`src/rtl/cronometro_pkg.sv`:
```
// cronometro_pkg: shared state type, digit geometry and BCD step helper for the stopwatch.
package cronometro_pkg;

    typedef enum logic [1:0] {IDLE, RUN, PAUSE, LAP} crono_state_t;

    localparam int BCD_W      = 4;
    localparam int NUM_DIGITS = 4;

    // Returns {carry_out, next_digit}; the digit passes through unchanged without carry_in.
    function automatic logic [BCD_W:0] bcd_inc(input logic [BCD_W-1:0] d, input logic cin);
        return cin ? ((d == BCD_W'(9)) ? {1'b1, BCD_W'(0)} : {1'b0, d + BCD_W'(1)}) : {1'b0, d};
    endfunction

endpackage

```
`src/rtl/cronometro_ctrl_if.sv`:
```
// cronometro_ctrl_if: raw KEY inputs toward the controller and display/status outputs back.
interface cronometro_ctrl_if;

    logic        btn_start_n;
    logic        btn_lap_n;
    logic        btn_clear_n;
    logic [15:0] disp_bcd;
    logic        running;
    logic        lap_active;
    logic        ovf;
    logic        tick;

    modport master (
        output btn_start_n, btn_lap_n, btn_clear_n,
        input  disp_bcd, running, lap_active, ovf, tick
    );

    modport slave (
        input  btn_start_n, btn_lap_n, btn_clear_n,
        output disp_bcd, running, lap_active, ovf, tick
    );

endinterface

```
`src/rtl/btn_debounce.sv`:
```
// btn_debounce: 2-FF sync of an active-low button, level debounce, 1-cycle pulse on accepted press.
module btn_debounce #(
    parameter int DEBOUNCE_CYC = 1000000
) (
    input  logic clk,
    input  logic rst,
    input  logic btn_n,
    output logic press_pulse
);

    localparam int CW = $clog2(DEBOUNCE_CYC + 1);

    logic [1:0]    r_sync;
    logic          r_level;
    logic [CW-1:0] r_cnt;
    logic          w_diff;
    logic          w_done;

    assign w_diff = r_sync[1] != r_level;
    assign w_done = w_diff && r_cnt == CW'(DEBOUNCE_CYC - 1);

    // Sync stages reset to released so leaving reset never looks like a press.
    always_ff @(posedge clk or posedge rst) begin
        if (rst) begin
            r_sync      <= 2'b11;
            r_level     <= 1'b1;
            r_cnt       <= '0;
            press_pulse <= 1'b0;
        end else begin
            r_sync      <= {r_sync[0], btn_n};
            r_cnt       <= (w_diff && !w_done) ? r_cnt + CW'(1) : '0;
            r_level     <= w_done ? r_sync[1] : r_level;
            press_pulse <= w_done && !r_sync[1];
        end
    end

endmodule

```
`src/rtl/cronometro_ctrl.sv`:
```
// cronometro_ctrl: stopwatch FSM, tick prescaler, 4-digit BCD count with lap latch and overflow flag.
module cronometro_ctrl
    import cronometro_pkg::*;
#(
    parameter int TICK_DIV     = 500000,
    parameter int DEBOUNCE_CYC = 1000000
) (
    input logic               clk,
    input logic               rst,
    cronometro_ctrl_if.slave  bus
);

    localparam int PW = $clog2(TICK_DIV);
    localparam int CW = BCD_W * NUM_DIGITS;

    crono_state_t      r_state;
    crono_state_t      w_next;
    logic [PW-1:0]     r_presc;
    logic [CW-1:0]     r_count;
    logic [CW-1:0]     r_latch;
    logic [CW-1:0]     r_disp;
    logic              r_ovf;
    logic [CW-1:0]     w_count_inc;
    logic [NUM_DIGITS:0] w_carry;
    logic              w_live;
    logic              w_tick;
    logic              w_start;
    logic              w_lap;
    logic              w_clear;
    logic              w_to_idle;
    logic              w_take_lap;

    btn_debounce #(.DEBOUNCE_CYC(DEBOUNCE_CYC)) u_start (.clk(clk), .rst(rst), .btn_n(bus.btn_start_n), .press_pulse(w_start));
    btn_debounce #(.DEBOUNCE_CYC(DEBOUNCE_CYC)) u_lap   (.clk(clk), .rst(rst), .btn_n(bus.btn_lap_n),   .press_pulse(w_lap));
    btn_debounce #(.DEBOUNCE_CYC(DEBOUNCE_CYC)) u_clear (.clk(clk), .rst(rst), .btn_n(bus.btn_clear_n), .press_pulse(w_clear));

    assign w_live  = r_state == RUN || r_state == LAP;
    assign w_tick  = w_live && r_presc == PW'(TICK_DIV - 1);

    assign w_carry[0] = 1'b1;
    for (genvar g = 0; g < NUM_DIGITS; g++) begin : g_dig
        assign {w_carry[g+1], w_count_inc[g*BCD_W +: BCD_W]} = bcd_inc(r_count[g*BCD_W +: BCD_W], w_carry[g]);
    end

    // Start outranks everything; clear only matters in PAUSE, so lap acts in RUN/LAP unless start is present.
    always_comb begin
        w_next = r_state;
        case (r_state)
            IDLE:    w_next = w_start ? RUN : IDLE;
            RUN:     w_next = w_start ? PAUSE : w_lap ? LAP : RUN;
            LAP:     w_next = w_start ? PAUSE : w_lap ? RUN : LAP;
            PAUSE:   w_next = w_start ? RUN : w_clear ? IDLE : PAUSE;
            default: w_next = IDLE;
        endcase
    end

    assign w_to_idle  = r_state == PAUSE && w_next == IDLE;
    assign w_take_lap = r_state == RUN && w_next == LAP;

    always_ff @(posedge clk or posedge rst) begin
        if (rst) begin
            r_state <= IDLE;
            r_presc <= '0;
            r_count <= '0;
            r_latch <= '0;
            r_disp  <= '0;
            r_ovf   <= 1'b0;
        end else begin
            r_state <= w_next;
            r_presc <= (r_state == IDLE || w_to_idle) ? '0 : w_live ? (w_tick ? '0 : r_presc + PW'(1)) : r_presc;
            r_count <= w_to_idle ? '0 : w_tick ? w_count_inc : r_count;
            r_ovf   <= !w_to_idle && (r_ovf || (w_tick && w_carry[NUM_DIGITS]));
            r_latch <= w_take_lap ? r_count : r_latch;
            r_disp  <= (r_state == LAP) ? r_latch : r_count;
        end
    end

    assign bus.disp_bcd   = r_disp;
    assign bus.running    = w_live;
    assign bus.lap_active = r_state == LAP;
    assign bus.ovf        = r_ovf;
    assign bus.tick       = w_tick;

endmodule

```
`src/flat_wrapper.sv`:
```
// flat-port wrapper written by rule: the top's interface ports become plain ports
module cronometro_ctrl_flat import cronometro_pkg::*;
#(
    parameter int TICK_DIV     = 500000,
    parameter int DEBOUNCE_CYC = 1000000
)
  (clk, rst, bus_btn_start_n, bus_btn_lap_n, bus_btn_clear_n, bus_disp_bcd, bus_running, bus_lap_active, bus_ovf, bus_tick);
  cronometro_ctrl_if bus_i ();
  input logic clk;
  input logic rst;
  input wire logic [$bits(bus_i.btn_start_n)-1:0] bus_btn_start_n;
  input wire logic [$bits(bus_i.btn_lap_n)-1:0] bus_btn_lap_n;
  input wire logic [$bits(bus_i.btn_clear_n)-1:0] bus_btn_clear_n;
  output wire logic [$bits(bus_i.disp_bcd)-1:0] bus_disp_bcd;
  output wire logic [$bits(bus_i.running)-1:0] bus_running;
  output wire logic [$bits(bus_i.lap_active)-1:0] bus_lap_active;
  output wire logic [$bits(bus_i.ovf)-1:0] bus_ovf;
  output wire logic [$bits(bus_i.tick)-1:0] bus_tick;
  assign bus_i.btn_start_n = bus_btn_start_n;
  assign bus_i.btn_lap_n = bus_btn_lap_n;
  assign bus_i.btn_clear_n = bus_btn_clear_n;
  assign bus_disp_bcd = bus_i.disp_bcd;
  assign bus_running = bus_i.running;
  assign bus_lap_active = bus_i.lap_active;
  assign bus_ovf = bus_i.ovf;
  assign bus_tick = bus_i.tick;
  cronometro_ctrl #(.TICK_DIV(TICK_DIV), .DEBOUNCE_CYC(DEBOUNCE_CYC)) u_core (.clk(clk), .rst(rst), .bus(bus_i));
endmodule
```
`config.mk`:
```
export PLATFORM = sky130hd
export DESIGN_NAME = cronometro_ctrl_flat
export DESIGN_NICKNAME = d
export VERILOG_FILES = /design/src/rtl/cronometro_pkg.sv /design/src/rtl/cronometro_ctrl_if.sv /design/src/rtl/btn_debounce.sv /design/src/rtl/cronometro_ctrl.sv /design/src/flat_wrapper.sv
export SDC_FILE = /design/constraint.sdc
export NUM_CORES = 1
export LEC_CHECK = 0
export BUFFER_PORTS_ARGS = -buffer_cell sky130_fd_sc_hd__buf_2
export CORE_MARGIN = 3
export CORE_UTILIZATION = 30
export DETAILED_ROUTE_END_ITERATION = 7
export PLACE_DENSITY_LB_ADDON = 0.25
export SETUP_SLACK_MARGIN = 0.05
export SYNTH_ARGS = -nofsm -noshare
export SYNTH_HDL_FRONTEND = slang
export SYNTH_SLANG_ARGS = --single-unit
```
`constraint.sdc`:
```
create_clock -name clk -period 7.6 [get_ports clk]
set_input_delay 1.14 -clock clk [delete_from_list [all_inputs] [get_ports clk]]
set_output_delay 1.14 -clock clk [all_outputs]
set_load 0.05 [all_outputs]
```
# Word level (Yosys, flattened, before mapping)
# Index checks and enable logic that the tools add are counted.
# word_totals
elab_cells	102
input_bits	5
reg_bits	142
# classes
add_sub_neg	8
mux	24
n_eq_ne	15
reduce_logical	34
# op_table
op	count
20-bit by 1-bit adder with 20-bit output, second input constant	3
20-bit == test, second input constant	3
20-bit two-way mux	3
19-bit two-way mux	3
16-bit two-way mux	3
5-bit two-way mux	7
19-bit by 1-bit adder with 19-bit output, second input constant	1
19-bit == test, second input constant	1
4-bit by 1-bit adder with 4-bit output, second input constant	4
4-bit == test, second input constant	4
1-bit logical AND	14
2-bit two-way mux	6
2-bit nonzero test	5
2-bit one-hot mux with 4 select lines	1
1-bit zero test	7
2-bit == test, second input constant	3
2-bit AND reduction	3
2-bit zero test	2
1-bit logical OR	3
1-bit != test	3
2-bit by 1-bit == test with 1-bit output, second input constant	1
1-bit two-way mux	1

# Longest topological paths before layout
# Gate-level depths: netlist of the first run.
# depth
ltp_word	8
ltp_mapped	8
depth_no_buf	6

# Modules after synthesis
# Synthesis of the first run repeated with hierarchy kept, for this count alone.
# unflattened
cells_unflattened	655
area_unflattened_um2	6861.6
# by_module_without_submodules
mod	seq_area_each_um2	cells_per_inst	n_inst	area_per_inst_um2
cronometro_ctrl	1751.7	325	1	3460.8
btn_debounce	604.3	110	3	1133.6

# Least setup slack after synthesis of the first run
# OpenSTA, ideal clock, no wires.
# synth_timing
path_kind	reg2out
start	register u_core.r_presc[9]
end	output port bus_tick
arrival_ns	2.866
path_slack_ns	3.594
stages_incl_launch_ff	6
path_cell_list	dfrtp_1 -> clkbuf_1 -> nor4_1 -> nand2_1 -> clkbuf_1 -> nor4_1
# synth_between
elab_chain_len	2
# synth_rtl
element	line_no	rtl
start, declared	cronometro_ctrl.sv:18	logic [PW-1:0] r_presc;
start signal, assigned	cronometro_ctrl.sv:70	r_presc <= (r_state == IDLE || w_to_idle) ? '0 : w_live ? (w_tick ? '0 : r_presc + PW'(1)) : r_presc;
19-bit == test	cronometro_ctrl.sv:38	assign w_tick = w_live && r_presc == PW'(TICK_DIV - 1);
1-bit logical AND	cronometro_ctrl.sv:38	
end, declared	flat_wrapper.sv:18	output wire logic [$bits(bus_i.tick)-1:0] bus_tick;
# No other way between the ends.

# Worst setup path after layout of the first run
# layout_timing
start	register u_core.r_presc[6]
end	output port bus_tick
# The elaborated chain is that of the path after synthesis.

==> impl_metrics.toml, run 1 <==
[power_and_ir_drop]
p_sw_w = 0.000349
switching_share = 0.208
seq_power_share = 0.457
intPower_w = 0.00133
p_per_area_nw_per_um2 = 209
peakVddDrop_uv = 111
clockPowerShare = 0.525
power_leakage_nw = 3.41
combPwrFrac = 0.018
total_power_w = 0.00168

[sta]
setup_viol_count_final = 0
tightestPinTransition_ns = 0.965
hold_viol = 0
drv_slew = 0
timing.final.ws_setup_ns = 3.79
slew_headroom = 0.355
fmax_mhz = 262
finalCritPeriodShare = 0.501
min_period_ns = 3.81
fin_setup_tns_ns = 0
rsz0062_at_grt = "no"
fin_skew_ns = 0.00793

[global_route]
grt_overflow_total = 0
grt_max_degree = 91
grt_pass1_wl_mm = 24.8
antenna_found_initial = 0
track_usage = 0.123
grt_pass1_vias = 4841

[yosys]
synth_seq_area_share = 0.514
syn_area_um2 = 6940
yosys_warnings = 0
synth.distinct_cells = 60
synth-main-ff-cell = "dfrtp_1"
async_reset_ff_frac = 1.00
syn_area_per_cell_um2 = 10.3
synthCells = 673
synthesis.nets = 690
synth_edf_count = 0
ys_ff_latch = 142

[clock_tree]
post_cts_resize_count = 0
postCtsHoldBufs = 0
cts_setup_buffers = 0
cts_tree = "built"
clkSlewWorstSetupHoldPaths_ns = 0.06
worstSkewPairLatency_ns = 0.42
cts_max_level = 4
cts-root-buf = "clkbuf_16"
numCtsBuffers = 17
clk_path_buf_depth = 2
clock_sinks = 142

[die]
io_pins = 25
core-area_um2 = 22700
die_h_um = 158
start_util = 0.306
fp-row-count = 55
design.die.area_um2 = 25000
die_w_um = 158

[layout]
drive_above_1_share = 0.165
design_area_um2 = 8030
nNetsFinal = 718
fin_util = 0.354
area_growth_syn_to_layout_pct = 15.7
antenna_cells = 0
n_fill_cell = 2287

[setup_path]
end_kind = "output port"
cpPeakStageDelay_ns = 0.67
setup.worst_path.start_class = "flip-flop"
crit_path_cell_trace = "nor4_1, nand2_1, nor4_1, buf_2"
rr_worst_depth = 5
worstPathRequired_ns = 6.46
critPathArrivalTime_ns = 2.67
cpMostUsedCell = "nor4_1"
critPathKind = "reg2out"
cp_max_fo = 13
cp_slowest_cell = "nor4_1"

[placed_design]
io_buffers = 24
place_congestion = 0.836
pre_cts_slack_ns = 4.28
dpl.hpwl_mm = 9.32
placed_cell_area_um2 = 7400

[routing]
ant_nets = 0
drt_iter0_drc = 258
routedWlPerCell_um = 14.2
vias = 4993
drc = 0
vias_per_cell = 5.00
dr.pass1.iters = 5
routed_wl_mm = 14.2

[hold_path]
min_path_cells = 0
hp-class = "reg2reg"

[job]
cap_violations = 0

[outcome]
status = "finished, final reports clean"
==> final cells by class <==
| class | instances | area, um2 | area share |
|---|---|---|---|
| clock buffers | 24 | 502 | 0.0625 |
| clock inverters | 8 | 128 | 0.0159 |
| inverters | 28 | 110 | 0.0137 |
| multi-input cells | 481 | 3200 | 0.398 |
| flip-flops and latches | 142 | 3560 | 0.444 |
| well taps | 285 | 357 | 0.0444 |
| repair buffers | 31 | 173 | 0.0215 |
==> flip-flops by register name, indices dropped and copies added, names as in the netlist <==
signal / flops
u_core.u_start.r_cnt: 20
u_core.bus.ovf: 1
u_core.r_presc: 19
u_core.r_state: 2
u_core.u_clear.r_cnt: 20
u_core.u_start.press_pulse: 1
u_core.u_clear.r_level: 1
u_core.r_latch: 16
u_core.u_lap.press_pulse: 1
u_core.u_start.r_sync: 2
u_core.u_lap.r_level: 1
u_core.r_count: 16
u_core.u_clear.press_pulse: 1
u_core.bus.disp_bcd: 16
u_core.u_clear.r_sync: 2
u_core.u_lap.r_sync: 2
u_core.u_start.r_level: 1
u_core.u_lap.r_cnt: 20
==> path summary, 6_finish.rpt <==
check / to / startpoint / slack, ns
max: bus_tick / u_core.r_presc[6]$_DFFE_PP0P_ / 3.79
min: u_core.u_clear.r_sync[1]$_DFF_PP1_ / u_core.u_clear.r_sync[0]$_DFF_PP1_ / 0.36
max reg2reg: u_core.r_count[13]$_DFFE_PP0P_ / u_core.r_presc[0]$_DFFE_PP0P_ / 4.75
min reg2reg: u_core.u_clear.r_sync[1]$_DFF_PP1_ / u_core.u_clear.r_sync[0]$_DFF_PP1_ / 0.36
max in group asynchronous: u_core.bus.disp_bcd[11]$_DFF_PP0_ / rst / 5.52
min in group asynchronous: u_core.u_clear.r_cnt[2]$_DFF_PP0_ / rst / 0.90
==> kinds of logic after synthesis <==
family | share of synthesized area
compound gates | 0.0845
xor+xnor | 0.0631
fa+ha+maj | 0.0216
buf+inv | 0.0288
flops | 0.514
mux | 0.0588
simple gates | 0.230
==> layer usage <==
layer | global-route usage | part of all wire
met1 | 0.172 | 0.51
met2 | 0.188 | 0.45
met3 | 0.0369 | 0.029
met4 | 0.0324 | 0.012
met5 | 0 | 0
==> power groups by stage <==
stage	Combinational, W	Clock, W	Sequential (W)
after CTS	0.0000324	0.000905	0.000768
after global placement	0.0000323	0	0.000782
after detailed placement	0.0000323	0	0.000782
final	0.0000301	0.000882	0.000769
after floorplan	0.0000219	0	0.000781
after global routing	0.0000367	0.000944	0.000769
==> placed cells by master, fill, tap and decap left out, types with 4 or more instances in the layout <==
cell,netlist,layout
dfrtp_1,133,133
nor2_1,61,61
nand2_1,50,50
xnor2_1,34,34
nand3_1,33,33
o21ai_0,31,31
mux2_2,30,30
inv_1,27,26
nand4_1,26,26
nor3_1,24,24
buf_2,4,24
nor4_1,22,21
a21oi_1,20,20
or4_1,17,17
clkbuf_16,0,17
xor2_1,16,16
ha_1,12,12
or3_1,11,11
dfstp_2,9,9
and3_1,7,7
mux2i_1,7,7
buf_4,0,7
and4_1,6,6
and2_1,5,5
clkbuf_8,0,5
nand2b_1,4,4
o2111ai_1,4,4
o31ai_1,4,4
and3b_1,4,4
==> synthesized netlist by cell type, types with 9 or more instances <==
cell | count | area [um2]
nor2_1 | 61 | 229
nand3_1 | 33 | 165
nor3_1 | 24 | 120
inv_1 | 27 | 101
o21ai_0 | 31 | 155
nand4_1 | 26 | 163
xnor2_1 | 34 | 298
a21oi_1 | 20 | 100
dfstp_2 | 9 | 236
nand2_1 | 50 | 188
clkbuf_1 | 17 | 63.8
ha_1 | 12 | 150
dfrtp_1 | 133 | 3330
or3_1 | 11 | 68.8
xor2_1 | 16 | 140
nor4_1 | 22 | 138
or4_1 | 17 | 128
mux2_2 | 30 | 338
==> worst max-delay path: cells and delay by family, from the launching register on <==
kind                   cells  cell delay, ns
AND/OR/NAND/NOR            3            1.47
flip-flops                 1            0.45
buffers and inverters      1            0.33
==> through the flow <==
stage | hold slack (ns) | cells
floorplan | 0.345 | 673
global placement | 0.347 | 967
detailed placement | 0.348 | 967
CTS | 0.356 | 999
global route | 0.362 | 999
finish | 0.356 | 999
(Power assumes the default switching activity.)
==> run 2: changes to the inputs <==
- clock period: 7.6 -> 3.66 ns (I/O delays scaled with it)
==> impl_metrics.toml, run 2 (synthesis gave the netlist of run 1 again) <==
[outcome]
status = "finished, final reports clean"

[setup_path]
regToRegSetupSlack_ns = 1.04
cp_slowest_cell = "nor4b_1"
r2r-start = "u_core.r_presc[0]$_DFFE_PP0P_"
end_kind = "output port"
cpPeakStageDelay_ns = 0.70
critPathArrivalTime_ns = 2.55
setup.worst_path.start_class = "flip-flop"
crit_path_cell_trace = "nor4b_1, nand2_1, nor4_1, buf_2"
cp_max_fo = 6
worstPathRequired_ns = 3.11
rr_worst_depth = 6
timing.rr.end = "u_core.r_presc[17]$_DFFE_PP0P_"
critPathKind = "reg2out"

[hold_path]
min_to = "u_core.u_start.r_sync[0]$_DFF_PP1_"
worstHoldStart = "bus_btn_start_n"
hp-class = "in2reg"
min_path_cells = 1

[routing]
vias_per_cell = 5.04
drc = 0
m1WireLength_mm = 7.03
routed-wl-met2_mm = 6.69
drt_iter0_drc = 306
wl_met3_um = 397
dr.pass1.iters = 4
vias = 5051
ant_nets = 0
routed_wl_mm = 14.3
dr.max_layer_used = "met4"
routedWlPerCell_um = 14.3

[layout]
regArea_um2 = 3560
fin_util = 0.354
multiInputGateArea_um2 = 3190
antenna_cells = 0
drive_above_1_share = 0.170
nNetsFinal = 722
final_common_cell = "dfrtp_1"
final_cell_mix = "dfrtp_1 (133), nor2_1 (61), nand2_1 (50)"
area_growth_syn_to_layout_pct = 15.9
reg.largest.list = "u_core.u_clear.r_cnt (20), u_core.u_lap.r_cnt (20), u_core.u_start.r_cnt (20)"
n_fill_cell = 2254

[power_and_ir_drop]
p_per_area_nw_per_um2 = 424
power_leakage_nw = 3.40
total_power_w = 0.00341
peakVddDrop_uv = 234

[die]
start_util = 0.306
die_w_um = 158
fp-row-count = 55
core-area_um2 = 22700
design.die.area_um2 = 25000
io_pins = 25
die_h_um = 158

[clock_tree]
post_cts_resize_count = 0
cts_tree = "built"
clkSlewWorstSetupHoldPaths_ns = 0.06
worstSkewPairLatency_ns = 0.42
clock_sinks = 142
cts_setup_buffers = 0
cts-root-buf = "clkbuf_16"
postCtsHoldBufs = 0
numCtsBuffers = 17
clk_path_buf_depth = 2
cts_max_level = 4

[sta]
hold_viol = 0
slew_headroom = 0.371
fin_skew_ns = 0.00775
drv_slew = 0
rsz0062_at_grt = "no"
setup_viol_count_final = 0
fmax_mhz = 323
fin_setup_tns_ns = 0
tightestPinTransition_ns = 0.941
finalCritPeriodShare = 0.847
min_period_ns = 3.10

[placed_design]
io_buffers = 24
dpl.hpwl_mm = 9.53
place_congestion = 0.875

[global_route]
grt_pass1_vias = 4964
antenna_found_initial = 0
grt_max_degree = 59
track_usage = 0.122
grt_overflow_total = 0
grt_pass1_wl_mm = 24.7

[job]
cap_violations = 0
## run 2: changes by cell type in the layout (fill, tap and decap cells not counted), moves of 2 or more
| cell | previous run | this run |
|---|---|---|
| clkinvlp_4 | 2 | 7 |
| clkbuf_8 | 5 | 2 |
| buf_12 | 0 | 2 |
| buf_4 | 7 | 9 |
## run 2: area by class of cell
| type | count | share of cell area |
|---|---|---|
| Clock buffer | 20 | 0.0568 |
| Tap cell | 285 | 0.0443 |
| Sequential cell | 142 | 0.443 |
| Multi-Input combinational cell | 481 | 0.397 |
| Inverter | 28 | 0.0135 |
| Timing Repair Buffer | 35 | 0.0283 |
| Clock inverter | 12 | 0.0170 |
## run 2: worst max-delay path by stage
stage                                         startpoint                        endpoint  slack [ns]  cells after the start
after floorplan            u_core.r_presc[9]$_DFFE_PP0P_                        bus_tick        0.25                      5
after global placement    u_core.r_presc[11]$_DFFE_PP0P_                        bus_tick        1.02                      4
after detailed placement   u_core.r_presc[0]$_DFFE_PP0P_  u_core.r_presc[17]$_DFFE_PP0P_        0.99                      6
after CTS                 u_core.r_presc[11]$_DFFE_PP0P_                        bus_tick        0.51                      4
after global routing      u_core.r_presc[11]$_DFFE_PP0P_                        bus_tick        0.41                      4
final                     u_core.r_presc[11]$_DFFE_PP0P_                        bus_tick        0.56                      4
## run 2: critical path: cells and delay by family, from the launching register on
family	cells	cell delay (ns)
AND/OR/NAND/NOR	3	1.34
flip-flops	1	0.44
buffers and inverters	1	0.35
## run 2: metrics by stage
step                hold slack [ns]  instances  setup slack, ns  instance area, um2
floorplan                     0.345        673            0.245                6950
global placement              0.347        971             1.02                7450
detailed placement            0.352        971            0.986                7450
CTS                           0.199       1003            0.509                8040
global route                  0.201       1003            0.410                8040
finish                        0.220       1003            0.560                8040
## run 2: power breakdown
group	total, W	internal, W	switching, W
Combinational	0.0000671	0.0000178	0.0000493
Clock	0.00175	0.00104	0.000707
Sequential	0.00160	0.00158	0.0000115
## run 2: routing by layer
layer / up-vias / track usage
li1: 2505 / -
met1: 2471 / 0.164
met2: 57 / 0.194
met3: 18 / 0.0298
met4: 0 / 0.0414
met5: - / 0
